`config.mk`:
```
export PLATFORM = sky130hd
export DESIGN_NAME = comp_seq_ctrl
export DESIGN_NICKNAME = d
export VERILOG_FILES = /design/src/rtl/comp_seq_ctrl.sv
export SDC_FILE = /design/constraint.sdc
export NUM_CORES = 1
export LEC_CHECK = 0
export CAP_MARGIN = 25
export CORE_MARGIN = 5
export CORE_UTILIZATION = 50
export DETAILED_ROUTE_END_ITERATION = 16
export PLACE_DENSITY = 0.88
export SETUP_SLACK_MARGIN = 0.2
export SLEW_MARGIN = 20
export SYNTH_ARGS = -nofsm -noshare
export SYNTH_HDL_FRONTEND = slang
export SYNTH_SLANG_ARGS = --single-unit
export TNS_END_PERCENT = 20
```
`constraint.sdc`:
```
create_clock -name clock -period 7.2 [get_ports clock]
set_input_delay 0.72 -clock clock [delete_from_list [all_inputs] [get_ports clock]]
set_output_delay 0.72 -clock clock [all_outputs]
set_load 0.03 [all_outputs]
```
`src/rtl/comp_seq_ctrl.sv`:
```
// comp_seq_ctrl: multi-cycle MSB-first comparator built on one cascaded 2-bit slice
module comp_seq_ctrl #(
  parameter int WIDTH = 32,
  parameter int IDXW  = 4
) (
  input  logic             clock,
  input  logic             reset_n,
  input  logic             start,
  input  logic             is_signed,
  input  logic [WIDTH-1:0] data_operandA,
  input  logic [WIDTH-1:0] data_operandB,
  output logic             ready,
  output logic             done,
  output logic             isEqual,
  output logic             isGreaterThan,
  output logic             isLessThan
);
  localparam logic [IDXW-1:0] IDX_TOP = IDXW'(WIDTH/2-1);
  typedef enum logic [1:0] {IDLE, RUN, DONE} state_t;
  state_t           state_q, state_d;
  logic [WIDTH-1:0] a_q, a_d, b_q, b_d;
  logic [IDXW-1:0]  idx_q, idx_d;
  logic             eq_q, eq_d, gt_q, gt_d;
  logic             is_eq_q, is_eq_d, is_gt_q, is_gt_d, is_lt_q, is_lt_d;
  logic [1:0]       pa, pb;
  logic             slice_eq, slice_gt;
  assign ready         = state_q == IDLE;
  assign done          = state_q == DONE;
  assign isEqual       = is_eq_q;
  assign isGreaterThan = is_gt_q;
  assign isLessThan    = is_lt_q;
  always_comb begin
    pa       = a_q[{idx_q, 1'b0} +: 2];
    pb       = b_q[{idx_q, 1'b0} +: 2];
    slice_gt = gt_q | (pa > pb);
    slice_eq = eq_q & ~gt_q & (pa == pb);
    state_d  = state_q;
    a_d      = a_q;
    b_d      = b_q;
    idx_d    = idx_q;
    eq_d     = eq_q;
    gt_d     = gt_q;
    is_eq_d  = is_eq_q;
    is_gt_d  = is_gt_q;
    is_lt_d  = is_lt_q;
    case (state_q)
      IDLE: if (start) begin
        // flipping the sign bit maps two's complement onto an unsigned order
        a_d     = is_signed ? {~data_operandA[WIDTH-1], data_operandA[WIDTH-2:0]} : data_operandA;
        b_d     = is_signed ? {~data_operandB[WIDTH-1], data_operandB[WIDTH-2:0]} : data_operandB;
        eq_d    = 1'b1;
        gt_d    = 1'b0;
        idx_d   = IDX_TOP;
        is_eq_d = 1'b0;
        is_gt_d = 1'b0;
        is_lt_d = 1'b0;
        state_d = RUN;
      end
      RUN: begin
        eq_d = slice_eq;
        gt_d = slice_gt;
        if (idx_q == '0 || !slice_eq) begin
          is_eq_d = slice_eq;
          is_gt_d = slice_gt;
          is_lt_d = ~slice_eq & ~slice_gt;
          state_d = DONE;
        end else begin
          idx_d = idx_q - IDXW'(1);
        end
      end
      default: state_d = IDLE;
    endcase
  end
  always_ff @(posedge clock) begin
    if (!reset_n) begin
      state_q <= IDLE;
      a_q     <= '0;
      b_q     <= '0;
      idx_q   <= IDX_TOP;
      eq_q    <= 1'b1;
      gt_q    <= 1'b0;
      is_eq_q <= 1'b0;
      is_gt_q <= 1'b0;
      is_lt_q <= 1'b0;
    end else begin
      state_q <= state_d;
      a_q     <= a_d;
      b_q     <= b_d;
      idx_q   <= idx_d;
      eq_q    <= eq_d;
      gt_q    <= gt_d;
      is_eq_q <= is_eq_d;
      is_gt_q <= is_gt_d;
      is_lt_q <= is_lt_d;
    end
  end
endmodule

```
* Word level (Yosys, flattened, before mapping)
Index checks and enable logic that the tools add are counted.
Word-level totals: register bits 75, output and inout port bits 5, word-level logic and storage cells 56, input port bits 68
Cells by class: equality and inequality tests 6, shifts and indexed selects 2, bitwise gates (word level) 9, add/subtract/negate cells 1, reduce and logical (&&, ||, !) cells 10, multiplexer cells 18, $lt $le $gt $ge 1
Operators by type and width (count):
- 2-to-1 mux 32 bit | 2
- variable part select 32 x 6 -> 2 bit | 2
- one-hot mux 1 bit (2 select lines) | 5
- 2-to-1 mux 4 bit | 2
- one-hot mux 4 bit (2 select lines) | 1
- inequality test 2 bit, second input constant | 3
- AND reduction 2 bit | 3
- AND reduction 3 bit | 2
- 2-to-1 mux 1 bit | 5
- inverter 1 bit | 5
- logical NOT 4 bit | 1
- 2-to-1 mux 2 bit | 2
- one-hot mux 2 bit (2 select lines) | 1
- subtractor 4 x 1 -> 4 bit, second input constant | 1
- AND 1 bit | 3
- equality test 2 x 1 -> 1 bit, second input constant | 1
- equality test 2 bit | 1
- equality test 2 bit, second input constant | 1
- greater-than comparator 2 bit | 1
- logical NOT 2 bit | 1
- nonzero test 2 bit | 1
- logical NOT 1 bit | 1
- logical OR 1 bit | 1
- bitwise OR 1 bit | 1

* Depth between registers and ports, before layout
depth in word-level cells 7, depth in mapped cells 11, mapped depth without buffers 9

* Least setup slack after synthesis
OpenSTA, ideal clock, no wires.
path type flip-flop to flip-flop, start point register idx_q[0], end point register idx_q[0], library setup time 114 ps, buffers on the path 1, period minus slack after synthesis 2432 ps, data required time 7086 ps, stages on the path, launching flop included 10, path slack 4768 ps, data arrival time 2318 ps, cell sequence dfxtp_1 buf_6 mux4_1 a22oi_1 o21ai_1 ha_1 nand4b_1 nor3_2 or3_1 a21o_1
On the way: cells in the longest elaborated chain, start to end 7, elaborated cells on any way between the ends 12, classes of those cells add/sub: 1; eq/ne: 2; shift: 2; mux: 2; bitwise: 1; reduce/logical: 4
Ends and longest elaborated chain:
- start, declared | line 22 | logic [IDXW-1:0] idx_q, idx_d;
- start signal, assigned | line 89 | idx_q <= idx_d;
- variable part select 32 x 6 -> 2 bit, on equally long branches | line 33, 34
- equality test 2 bit | line 36 | slice_eq = eq_q & ~gt_q & (pa == pb);
- AND 1 bit | line 36
- logical NOT 1 bit | line 62 | if (idx_q == '0 || !slice_eq) begin
- logical OR 1 bit | line 62
- inequality test 2 bit (no source line)
- AND reduction 3 bit (no source line)
Several ways; a longest one is shown, not always the timed one. The select of a mux whose other input is x is not followed. A chain may end at the register's enable or synchronous reset.

* Final worst setup path
start point register idx_q[0], end point register idx_q[3]
The elaborated chain is that of the path after synthesis.

==> summary.txt <==
Worst hold path
  • HP Start: b_q[2]$_SDFFE_PN0P_
  • Min-delay worst type: flip-flop to flip-flop

Synthesis
  • Post-synthesis cell type count: 41
  • Synth warn: 0
  • Net Count, Synth: 466
  • Main flop type after synthesis: dfxtp_1
  • Register area share after synthesis: 0.451
  • Cell count after synthesis: 395
  • Post-synth ARST share: 0
  • Avg Cell Area, Syn: 8.42 µm²
  • Top post-synthesis cells by area: dfxtp_1 45%, nand2_1 15%, a21oi_1 10%
  • Post-synth EDFFs: 0
  • Share of the synthesized area in the top cell type: 0.451
  • Synthesized flop and latch total: 75
  • Netlist Area Pre-Place: 0.00333 mm²
  • Cell taking the most area after synthesis: dfxtp_1

Cells and area
  • Share of cells above drive strength 1: 0.0484
  • Nets: 525
  • ANT cells: 0
  • Area delta synth->final: 27.6%

Worst setup path
  • Crit Path Max Fanout: 16
  • Delay-heaviest family, CP: flip-flops
  • FF-to-FF Start: idx_q[0]$_SDFFE_PN1P_
  • CP max-delay cell: dfxtp_1
  • Largest stage delay on the critical path: 760 ps
  • R2R depth: 9
  • Startpoint types: flip-flop
  • Crit-path cells: buf_4, mux4_1, a22oi_1, o21ai_1, ha_1, nand4b_1, nor3_2, nand3_1, a21o_1
  • Crit. End Element: flip-flop
  • Worst path depth: 9
  • WP buf/inv: 1
  • Worst setup path startpoint: idx_q[0]$_SDFFE_PN1P_
  • Setup CP Type: flip-flop to flip-flop
  • Worst R2R Setup Slack: 3840 ps
  • Worst EP required: 7440 ps
  • CP arrival: 3600 ps
  • R2R Path End: idx_q[3]$_SDFFE_PN1P_
  • Worst Setup EP: idx_q[3]$_SDFFE_PN1P_

Die
  • I/O pin count: 73
  • Die H: 91.6 µm
  • Rows: 29
  • Starting Density: 0.518
  • Die Wd: 91.6 µm
  • Die area: 0.00839 mm²
  • Core area: 0.00642 mm²

Pwr
  • Sw Pwr: 0.262 mW
  • Internal Pwr Total: 0.694 mW
  • Power per Cell Area: 225 mW/mm²
  • Clk network pwr share: 0.284
  • Part of the power in registers: 0.497
  • Sw frac: 0.274
  • VDD IR-drop max: 0.000143 V
  • Static Leak: 1.75 nW
  • Comb power frac: 0.219

Routing
  • Detailed-route wire length: 7.79 mm
  • Max Used Layer: met4
  • Via/cell ratio: 5.51
  • Antenna Nets Post-Route: 0
  • Drt drc: 0
  • WL met3: 445 µm
  • 1st-iter DRT viols: 160
  • First drt pass iteration count: 5
  • Routed wl met2: 3.90 mm
  • Vias post-DR: 2,930
  • Wl on met1: 3.25 mm
  • DR WL/cell: 14.6 µm

Placement
  • Post-DP HPWL: 5.84 mm
  • Port buffer count: 72
  • Final GP Congestion: 0.907

Clocking
  • H-tree levels: 3
  • Post-CTS Repair Setup Buffers: 0
  • Clock Root Buffer: clkbuf_8
  • Resized cells post-CTS: 0
  • Clk buf depth: 2
  • Clock transition at path regs: 70 ps
  • Number of buffers created by CTS: 9
  • # hold bufs at CTS: 0
  • Clk Latency, worst-skew pair: 330 ps
  • CTS sink count: 75
  • CTS tree: built

Global routing
  • Gr usage total: 0.190
  • Vias in the first global route: 2,917
  • Largest net degree at the start of global routing: 47
  • First-pass GRT wire length: 13.0 mm
  • Grt total ovfl: 0
  • Initial antenna violation count: 0

Run
  • Max-Cap Viols: 0

Timing
  • RSZ-0062 raised after global routing: false
  • Fin crit share: 0.467
  • Max-slew headroom: 0.541
  • Hold WS: 455 ps
  • Setup-failing EPs final: 0
  • Slew Limit Fails: 0
  • FMAX: 297 MHz
  • Final Critical Period: 3360 ps
  • TNS Setup: 0 ps
  • Slew @ Worst Pin: 687 ps
  • Clock Skews: 7.77 ps
  • Hold Vio Cnt, Final: 0

Status
  • Outcome: complete, no violations
==> cell type report <==
class                      instances  area, µm²
sequential                        75       1500
fill                             507       2180
tap                               77       96.3
inverter                           4       15.0
timing repair buffer              77        831
clock buffer                      12        155
multi-input combinational        287       1650
==> registers in the layout, indices dropped and copies added, names as in the netlist <==
signal / cells
state_q: 2
isGreaterThan: 1
isLessThan: 1
eq_q: 1
gt_q: 1
isEqual: 1
b_q: 32
idx_q: 4
a_q: 32
==> cell families after synthesis <==
group | count (synthesis) | synth area share
fa+ha+maj | 3 | 0.0113
simple gates | 165 | 0.207
buf+inv | 33 | 0.0545
compound gates | 93 | 0.159
xor+xnor | 2 | 0.00527
flops | 75 | 0.451
mux | 24 | 0.111
==> cell usage after synthesis, drive strengths merged (2+ instances only) <==
cell and number:
xnor2 2, nor2 9, mux4 8, buf 17
o211a 2, a211oi 2, or3 2, ha 3
inv 4, o21ai 6, mux2i 16, clkbuf 12
dfxtp 75, a221oi 6, a21o 2, nand3 7
nand2 131, a22oi 4, nand2b 2, nor3 3
a21oi 68, nor2b 4
==> power groups by stage <==
stage / registers (mW) / clock network [mW] / logic (mW)
3_3_place_gp: 0.482 / 0 / 0.186
2_1_floorplan: 0.476 / 0 / 0.136
6_report: 0.475 / 0.272 / 0.209
3_5_place_dp: 0.484 / 0 / 0.209
4_1_cts: 0.475 / 0.275 / 0.210
5_1_grt: 0.479 / 0.291 / 0.232
==> per-stage QoR <==
step                      worst slack (ps)  instances  total power [mW]  cell area (µm²)   util
final                                 3840        532             0.955             4250  0.661
after global routing                  3630        532              1.00             4250  0.661
after CTS                             3840        532             0.960             4250  0.661
after detailed placement              3840        520             0.693             4090  0.637
after global placement                3980        516             0.668             3990  0.621
after floorplan                       4770        395             0.612             3330      -
==> how the worst min path moves through the flow <==
stage | cells after the start | end
finish | 2 | b_q[2]$_SDFFE_PN0P_
floorplan | 2 | a_q[10]$_SDFFE_PN0P_
global route | 2 | a_q[28]$_SDFFE_PN0P_
global placement | 2 | b_q[29]$_SDFFE_PN0P_
CTS | 2 | a_q[4]$_SDFFE_PN0P_
detailed placement | 2 | a_q[30]$_SDFFE_PN0P_
==> worst register-to-register path: cells and delay by family, from the launching register on <==
family / cells / cell delay [ps]
adders and majority gates: 1 / 330
DFF: 1 / 760
AOI/OAI and AO/OA: 3 / 470
muxes: 1 / 590
buffers and inverters: 1 / 390
and+or+nand+nor: 3 / 710
==> layout by cell type (no fill, tap or decap), drive strengths merged, types with 3 or more instances in the layout <==
cell type      netlist  layout
buf                 17       5
nor3                 3       3
ha                   3       3
nand3                7       7
a221oi               6       6
nor2b                4       4
mux4                 8       8
o21ai                6       6
clkdlybuf4s50        0      72
mux2i               16      16
nand2              131     131
dfxtp               75      75
inv                  4       4
clkbuf              12      12
nor2                 9       9
a22oi                4       4
a21oi               68      68
==> per-layer routing <==
| layer | track usage | vias up |
|---|---|---|
| li1 | - | 1470 |
| met1 | 0.229 | 1347 |
| met2 | 0.318 | 97 |
| met3 | 0.0446 | 16 |
| met4 | 0.0917 | 0 |
| met5 | 0 | - |
No activity file was read; power rests on OpenSTA's default activity.
